File: src/rtl/otter_pkg.sv
// Shared OTTER types: next-PC source encoding, fetch sequencer states and
// the instruction word width.
package otter_pkg;

   localparam int INSTR_W = 32;

   typedef enum logic [2:0] {
      PC_PLUS4  = 3'd0,
      PC_JALR   = 3'd1,
      PC_BRANCH = 3'd2,
      PC_JAL    = 3'd3,
      PC_MTVEC  = 3'd4,
      PC_MEPC   = 3'd5
   } pc_src_t;

   typedef enum logic [1:0] {
      IDLE = 2'd0,
      REQ  = 2'd1,
      HOLD = 2'd2
   } fetch_state_t;

   // Sources 1..5 are control-flow targets; 0, 6 and 7 fall through to pc+4.
   function automatic logic is_target_src(input logic [2:0] src);
      return (src >= 3'(PC_JALR)) && (src <= 3'(PC_MEPC));
   endfunction

endpackage

File: src/rtl/pc_next_mux.sv
// Next-PC select. Control-flow targets are word-aligned by clearing bits
// [1:0]; the sequential pc+4 path is passed through untouched.
module pc_next_mux
   import otter_pkg::*;
#(
   parameter int PC_W = 10
) (
   input  logic [2:0]      pc_source,
   input  logic [PC_W-1:0] pc_plus4,
   input  logic [PC_W-1:0] jalr,
   input  logic [PC_W-1:0] branch,
   input  logic [PC_W-1:0] jal,
   input  logic [PC_W-1:0] mtvec,
   input  logic [PC_W-1:0] mepc,
   output logic [PC_W-1:0] next_pc,
   output logic            misalign_raw
);

   logic [PC_W-1:0] target;

   always_comb begin
      target = pc_plus4;
      case (pc_source)
         PC_JALR:   target = jalr;
         PC_BRANCH: target = branch;
         PC_JAL:    target = jal;
         PC_MTVEC:  target = mtvec;
         PC_MEPC:   target = mepc;
         default:   target = pc_plus4;
      endcase
   end

   always_comb begin
      next_pc      = pc_plus4;
      misalign_raw = 1'b0;
      if (is_target_src(pc_source)) begin
         next_pc      = {target[PC_W-1:2], 2'b00};
         misalign_raw = |target[1:0];
      end
   end

endmodule

File: src/rtl/otter_pc_fetch.sv
// OTTER program counter and instruction-fetch sequencer: request/ack fetch
// from instruction memory, valid/ready hand-off of the fetched word to decode.
module otter_pc_fetch
   import otter_pkg::*;
#(
   parameter int              PC_W     = 10,
   parameter logic [PC_W-1:0] RESET_PC = '0
) (
   input  logic               CLK,
   input  logic               RST,
   output logic [PC_W-1:0]    COUNT,
   input  logic [PC_W-1:0]    PC_PLUS4,
   input  logic [2:0]         PC_SOURCE,
   input  logic [PC_W-1:0]    JALR,
   input  logic [PC_W-1:0]    BRANCH,
   input  logic [PC_W-1:0]    JAL,
   input  logic [PC_W-1:0]    MTVEC,
   input  logic [PC_W-1:0]    MEPC,
   output logic               IMEM_REQ,
   output logic [PC_W-1:0]    IMEM_ADDR,
   input  logic               IMEM_ACK,
   input  logic [INSTR_W-1:0] IMEM_DATA,
   output logic               IR_VALID,
   output logic [INSTR_W-1:0] IR,
   output logic [PC_W-1:0]    IR_PC,
   input  logic               IR_READY,
   output logic               MISALIGN
);

   fetch_state_t       state;
   logic [PC_W-1:0]    count;
   logic [INSTR_W-1:0] ir;
   logic [PC_W-1:0]    ir_pc;
   logic               imem_req;
   logic               ir_valid;
   logic               misalign;

   logic [PC_W-1:0]    next_pc;
   logic               misalign_raw;

   pc_next_mux #(
      .PC_W (PC_W)
   ) u_next (
      .pc_source    (PC_SOURCE),
      .pc_plus4     (PC_PLUS4),
      .jalr         (JALR),
      .branch       (BRANCH),
      .jal          (JAL),
      .mtvec        (MTVEC),
      .mepc         (MEPC),
      .next_pc      (next_pc),
      .misalign_raw (misalign_raw)
   );

   // Request and valid flags are registered alongside the state so they
   // change on the same edge as the state they describe.
   always_ff @(posedge CLK or posedge RST) begin
      if (RST) begin
         state    <= IDLE;
         count    <= RESET_PC;
         ir       <= '0;
         ir_pc    <= '0;
         imem_req <= 1'b0;
         ir_valid <= 1'b0;
         misalign <= 1'b0;
      end else begin
         misalign <= 1'b0;
         case (state)
            IDLE: begin
               state    <= REQ;
               imem_req <= 1'b1;
               ir_valid <= 1'b0;
            end
            REQ: begin
               if (IMEM_ACK) begin
                  ir       <= IMEM_DATA;
                  ir_pc    <= count;
                  state    <= HOLD;
                  imem_req <= 1'b0;
                  ir_valid <= 1'b1;
               end
            end
            HOLD: begin
               // COUNT only moves here, so PC_PLUS4 stays valid through HOLD.
               if (IR_READY) begin
                  count    <= next_pc;
                  misalign <= misalign_raw;
                  state    <= REQ;
                  imem_req <= 1'b1;
                  ir_valid <= 1'b0;
               end
            end
            default: begin
               state    <= IDLE;
               imem_req <= 1'b0;
               ir_valid <= 1'b0;
            end
         endcase
      end
   end

   assign COUNT     = count;
   assign IMEM_ADDR = count;
   assign IMEM_REQ  = imem_req;
   assign IR_VALID  = ir_valid;
   assign IR        = ir;
   assign IR_PC     = ir_pc;
   assign MISALIGN  = misalign;

endmodule

File: config.mk
export PLATFORM = sky130hd
export DESIGN_NAME = otter_pc_fetch
export DESIGN_NICKNAME = d
export VERILOG_FILES = /design/src/rtl/otter_pkg.sv /design/src/rtl/pc_next_mux.sv /design/src/rtl/otter_pc_fetch.sv
export SDC_FILE = /design/constraint.sdc
export NUM_CORES = 1
export LEC_CHECK = 0
export BUFFER_PORTS_ARGS = -buffer_cell sky130_fd_sc_hd__buf_4
export CAP_MARGIN = 40
export CELL_PAD_IN_SITES_DETAIL_PLACEMENT = 0
export CELL_PAD_IN_SITES_GLOBAL_PLACEMENT = 1
export CORE_MARGIN = 8
export CORE_UTILIZATION = 35
export CTS_BUF_LIST = sky130_fd_sc_hd__clkbuf_4
export DETAILED_ROUTE_END_ITERATION = 10
export HOLD_SLACK_MARGIN = 0.15
export PLACE_DENSITY = 0.93
export RECOVER_POWER = 100
export SLEW_MARGIN = 15
export SYNTH_ARGS = -nofsm -noshare
export SYNTH_HDL_FRONTEND = slang
export SYNTH_SLANG_ARGS = --single-unit
export TNS_END_PERCENT = 10
File: constraint.sdc
create_clock -name CLK -period 2.8 [get_ports CLK]
set_input_delay 0.28 -clock CLK [delete_from_list [all_inputs] [get_ports CLK]]
set_output_delay 0.28 -clock CLK [all_outputs]
set_load 0.05 [all_outputs]
* Yosys cells after proc, flatten, opt, wreduce, memory -nomap -nowiden
Cells that the tools add are included.
** Word-level totals
- Register bits after elaboration :: 57
- Bits of input ports :: 99
- Output and inout bits :: 65
- Logic and storage cells :: 38
** Operators by class
- $lt $le $gt $ge :: 2
- Equality and inequality tests :: 9
- Muxes and demuxes :: 14
- Reduce and logical (&&, ||, !) cells :: 6
** Operators by type and width (number)
- one-hot mux 10 bit (5 select lines) :: 1
- two-way mux 10 bit :: 1
- two-way mux 1 bit :: 7
- equality test 3 x 2 -> 1 bit, second input constant :: 2
- equality test 3 bit, second input constant :: 2
- one-hot mux 2 bit (3 select lines) :: 1
- AND reduction 2 bit :: 3
- two-way mux 2 bit :: 2
- != test 2 bit, second input constant :: 2
- equality test 3 x 1 -> 1 bit, second input constant :: 1
- greater-or-equal comparator 3 x 1 -> 1 bit, second input constant :: 1
- less-or-equal comparator 3 bit, second input constant :: 1
- one-hot mux 1 bit (3 select lines) :: 1
- equality test 2 x 1 -> 1 bit, second input constant :: 1
- equality test 2 bit, second input constant :: 1
- logical NOT 2 bit :: 1
- one-hot mux 1 bit (2 select lines) :: 1
- OR reduction 2 bit :: 1
- logical AND 1 bit :: 1

* Longest topological paths before layout
- Word-level depth :: 6
- Gate-level depth with buffers :: 8
- Depth with buffers taken out :: 6

* Cells and area by module
Synthesis repeated with hierarchy kept, for this count alone.
** Second synthesis, totals
- Cell total of the unflattened synthesis :: 211
- Area total of the unflattened synthesis :: 2852.7 sq um
** By module, submodules not included
- otter_pc_fetch :: times used 1, cells each 131, area an instance 2299.7 sq um, sequential area each 1376.3 sq um
- pc_next_mux :: times used 1, cells each 80, area an instance 553.0 sq um, sequential area each 0.0 sq um

* Worst setup path before layout
OpenSTA, ideal clock, no wires.
- Path kind :: input port to flip-flop
- Start :: input PC_SOURCE[1]
- End :: register count[3] (netlist: COUNT[3])
- Library setup time :: 0.130 ns
- Arrival :: 1.645 ns
- Data required time :: 2.670 ns
- Path slack :: 1.025 ns
- Stages :: 8
- Path buffers :: 2
- Path through :: buf_4 > buf_2 > inv_1 > ha_1 > nand2b_1 > a21o_4 > a2111oi_2 > o21ai_1
** Between the ends
- Cells in the longest elaborated chain, start to end :: 3
- Elaborated cells on any way between the ends :: 10
- Classes of those cells :: order compare: 2; eq/ne: 5; mux: 2; reduce/logical: 1
** Ends and longest elaborated chain
- start, declared :: RTL line otter_pc_fetch.sv:13 : input logic [2:0] PC_SOURCE,
- equality test 3 bit (tied with other cells) :: RTL line pc_next_mux.sv:23 : case (pc_source)
- one-hot mux 10 bit (5 select lines) / logical AND 1 bit (equally long branches) :: RTL line pc_next_mux.sv:23, otter_pkg.sv:24
- two-way mux 10 bit * :: RTL line pc_next_mux.sv:36 : if (is_target_src(pc_source)) begin
- end signal, assigned :: RTL line otter_pc_fetch.sv:86 : count <= next_pc;
- end, declared :: RTL line otter_pc_fetch.sv:31 : logic [PC_W-1:0] count;
Mark *: on every way between the ends. The rest lies on a longest branch, timed or not.
A chain may end at the register's enable or synchronous reset.

* Worst setup path in the final report
- Start :: input IMEM_ACK
- End :: register ir[1] (netlist: IR[1])
** Between the ends
- Cells in the longest elaborated chain, start to end :: 1
** Ends and longest elaborated chain
- start, declared :: RTL line otter_pc_fetch.sv:21 : input logic IMEM_ACK,
- AND reduction 2 bit (no source line)
- end signal, assigned :: RTL line otter_pc_fetch.sv:61 : ir <= '0;
- end signal, assigned :: RTL line otter_pc_fetch.sv:76 : ir <= IMEM_DATA;
- end, declared :: RTL line otter_pc_fetch.sv:32 : logic [INSTR_W-1:0] ir;
Every way passes these cells.

==> run metrics <==
Via density=4.73; Die Height=104 um; worst path required time=3.06 ns; clk_lat worst skew=roughly 0.36 ns; f_max=523 MHz; final net count=517; met2 wire len=4590 um; cell area after synthesis=0.00271 mm2; WS Path Type=input pin to flip-flop; worst r2r path cells=4; r2r startpoint=state[1]$_DFFE_PP0P_; die boundary width=104 um; critical path arrival=2.17 ns; post-synth top area share=0.508; Lkg Pwr=around 1.8 nW; Met3 Wirelength=577 um; Yosys top cell by area=dfrtp_1; run status=finished, final reports clean; Hold Startpoint=PC_PLUS4[7]; DRT antenna net count=0; worst-case clock buffer depth=2; peak supply drop=0.000386 V; CP Launch Type=input pin; register area share after synthesis=0.508; capturing point of the worst reg2reg path=IR[1]$_DFFE_PP0P_; power per cell area=1130 mW/mm2; Setup violations, final=0; Area growth, synth to finish=53.5%; Post-CTS Setup Inserts=0; Total GRT Usage=0.165; clock skew=0.00591 ns; Num CTS Buffers=5; clk slew on worst S/H paths=around 0.14 ns; antenna diode count=0; Max Used Layer=met4; Final min period=around 1.9 ns; RSZ-0062 raised after global routing=false; Initial Utilization=0.356; R2R Setup Slk=0.93 ns; Clock Root Buffer=clkbuf_4; CTS sink count=55; worst rel slew slack=0.0834; total of max-cap violations=0; first-pass GRT wire length=14900 um; syn avg cell area=11.9 um2; YS warnings=0; crit-path max FO=29; total number of vias=2450; Slew Viols, Final=0; DRT met1 WL=3670 um; post_cts resized=0; Residual DRC=0; GP Congestion=0.756; Hold Buf Count CTS=37; Hold Path End=COUNT[7]$_DFFE_PP0P_; Syn Inst Count=around 230; most area-consuming cells after synthesis=dfrtp_1 (51%), mux2_2 (18%), buf_4 (3.0%), mux2i_1 (2.6%), nand3b_1 (2.5%); Routed WL per cell=17.3 um; drt total wl=between 8000 and 9000 um; Die ar.=0.0108 mm2; CP endpoint kind=flip-flop; final hold vios=0; number of port buffers=163; syn nets=328; DR pass1 iterations=6; setup tns final=0 ns; DRT iter0 DRCs=88; Distinct cells, synth=35; Yosys reg bits=55; TritonCTS clock tree=yes; vias in the first global route=2861; ratio of cells with drive above 1 in the final layout=0.382; Worst Tran Pin Value=~1.4 ns; Hold Crit Class=input pin to flip-flop; initial antenna violation count=0; fin util=0.547; Core Region=0.00761 mm2; FP Rows=32; largest net degree at the start of global routing=31; total gr overflow=0; fin crit share=0.682; total I/O pin count=about 160; WHS Path Cells=3; H-tree depth=2; detailed placement HPWL=6730 um
[flip-flops by register name (all words and copies together) (netlist names)]
signal    flops
IR_PC        10
state         2
IR           32
COUNT        10
MISALIGN      1
[final cells by class]
cell class | instances | area (um2)
inverter | 7 | 26.3
timing repair buffer | 203 | 1380
clock buffer | 5 | 37.5
clock inverter | 2 | 37.5
tap | 102 | 128
fill | 738 | 3450
multi-input combinational | 144 | 1170
sequential | 55 | 1380
[cell usage after synthesis (all sizes together)]
master and n:
o221ai 3, nor2b 2, a22oi 1, a211oi 1
buf 17, a32o 1, o21ai 16, nand2b 4
a221o 3, a21o 2, a21oi 13, dfrtp 55
and2 1, mux2i 7, o21a 1, nor2 10
or2 1, or3b 1, nand2 10, nor3 2
inv 7, ha 2, a2111oi 5, nand3b 9
mux2 43, nand3 4, a32oi 1, clkbuf 4
o31ai 1
[worst max path at each step]
| stage | end | startpoint | slack (ns) |
|---|---|---|---|
| after detailed placement | COUNT[6]$_DFFE_PP0P_ | PC_SOURCE[1] | 0.88 |
| final | IR[1]$_DFFE_PP0P_ | IMEM_ACK | 0.89 |
| after CTS | IR_PC[3]$_DFFE_PP0P_ | IMEM_ACK | 1.19 |
| after floorplan | COUNT[3]$_DFFE_PP0P_ | PC_SOURCE[1] | 1.03 |
| after global routing | IR[1]$_DFFE_PP0P_ | state[1]$_DFFE_PP0P_ | 0.78 |
| after global placement | IR_PC[7]$_DFFE_PP0P_ | state[1]$_DFFE_PP0P_ | 0.79 |
[layer usage]
metal	vias to the layer above	global-route usage
met5	-	0
li1	1185	-
met3	7	0.0471
met2	101	0.296
met1	1157	0.187
met4	0	0.0414
[cells in the final DEF (no fill, tap or decap), types with 2 or more instances in the layout]
| cell type | n |
|---|---|
| buf_4 | 98 |
| clkbuf_1 | 66 |
| dfrtp_1 | 55 |
| mux2_2 | 43 |
| dlygate4sd3_1 | 37 |
| o21ai_0 | 14 |
| a21oi_1 | 12 |
| nand2_1 | 10 |
| nor2_1 | 10 |
| nand3b_1 | 9 |
| inv_1 | 7 |
| mux2i_1 | 7 |
| clkbuf_4 | 6 |
| nand3_1 | 4 |
| nand2b_1 | 4 |
| a2111oi_2 | 4 |
| o221ai_1 | 3 |
| a221o_1 | 3 |
| nor2b_1 | 2 |
| o21ai_1 | 2 |
| nor3_1 | 2 |
| ha_1 | 2 |
[power breakdown]
group | switching [mW] | leakage (nW) | internal (mW)
combinational | 2.16 | 1.15 | 0.698
clock | 0.231 | 0.0373 | 0.183
sequential | 0.255 | 0.659 | 1.17
total | 2.65 | 1.85 | 2.05
[worst max-delay path, stage by stage]
cell	delay (ns)
dlygate4sd3_1	0.53
buf_4	0.11
nand3_1	0.53
buf_12	0.41
mux2_2	0.29
[kinds of logic after synthesis]
group	Yosys count	share of synthesized area
flip-flops	55	0.508
multiplexers	50	0.205
AO/OA/AOI/OAI	48	0.133
AND/OR/NAND/NOR	44	0.0864
buffers and inverters	28	0.0591
adder cells (fa/ha/maj)	2	0.00924
[per-stage QoR]
step           cell area, um2  worst slack [ns]  cells  power, mW  hold slack [ns]
2_1_floorplan            2710              1.03    227       3.68            0.366
3_3_place_gp             3950             0.793    473       4.59            0.366
4_1_cts                  4410              1.19    518       5.13            0.178
3_5_place_dp             3970             0.877    474       4.68            0.369
6_report                 4160             0.889    518       4.70            0.206
5_1_grt                  4160             0.775    518       4.94            0.207
(Power assumes the default switching activity.)
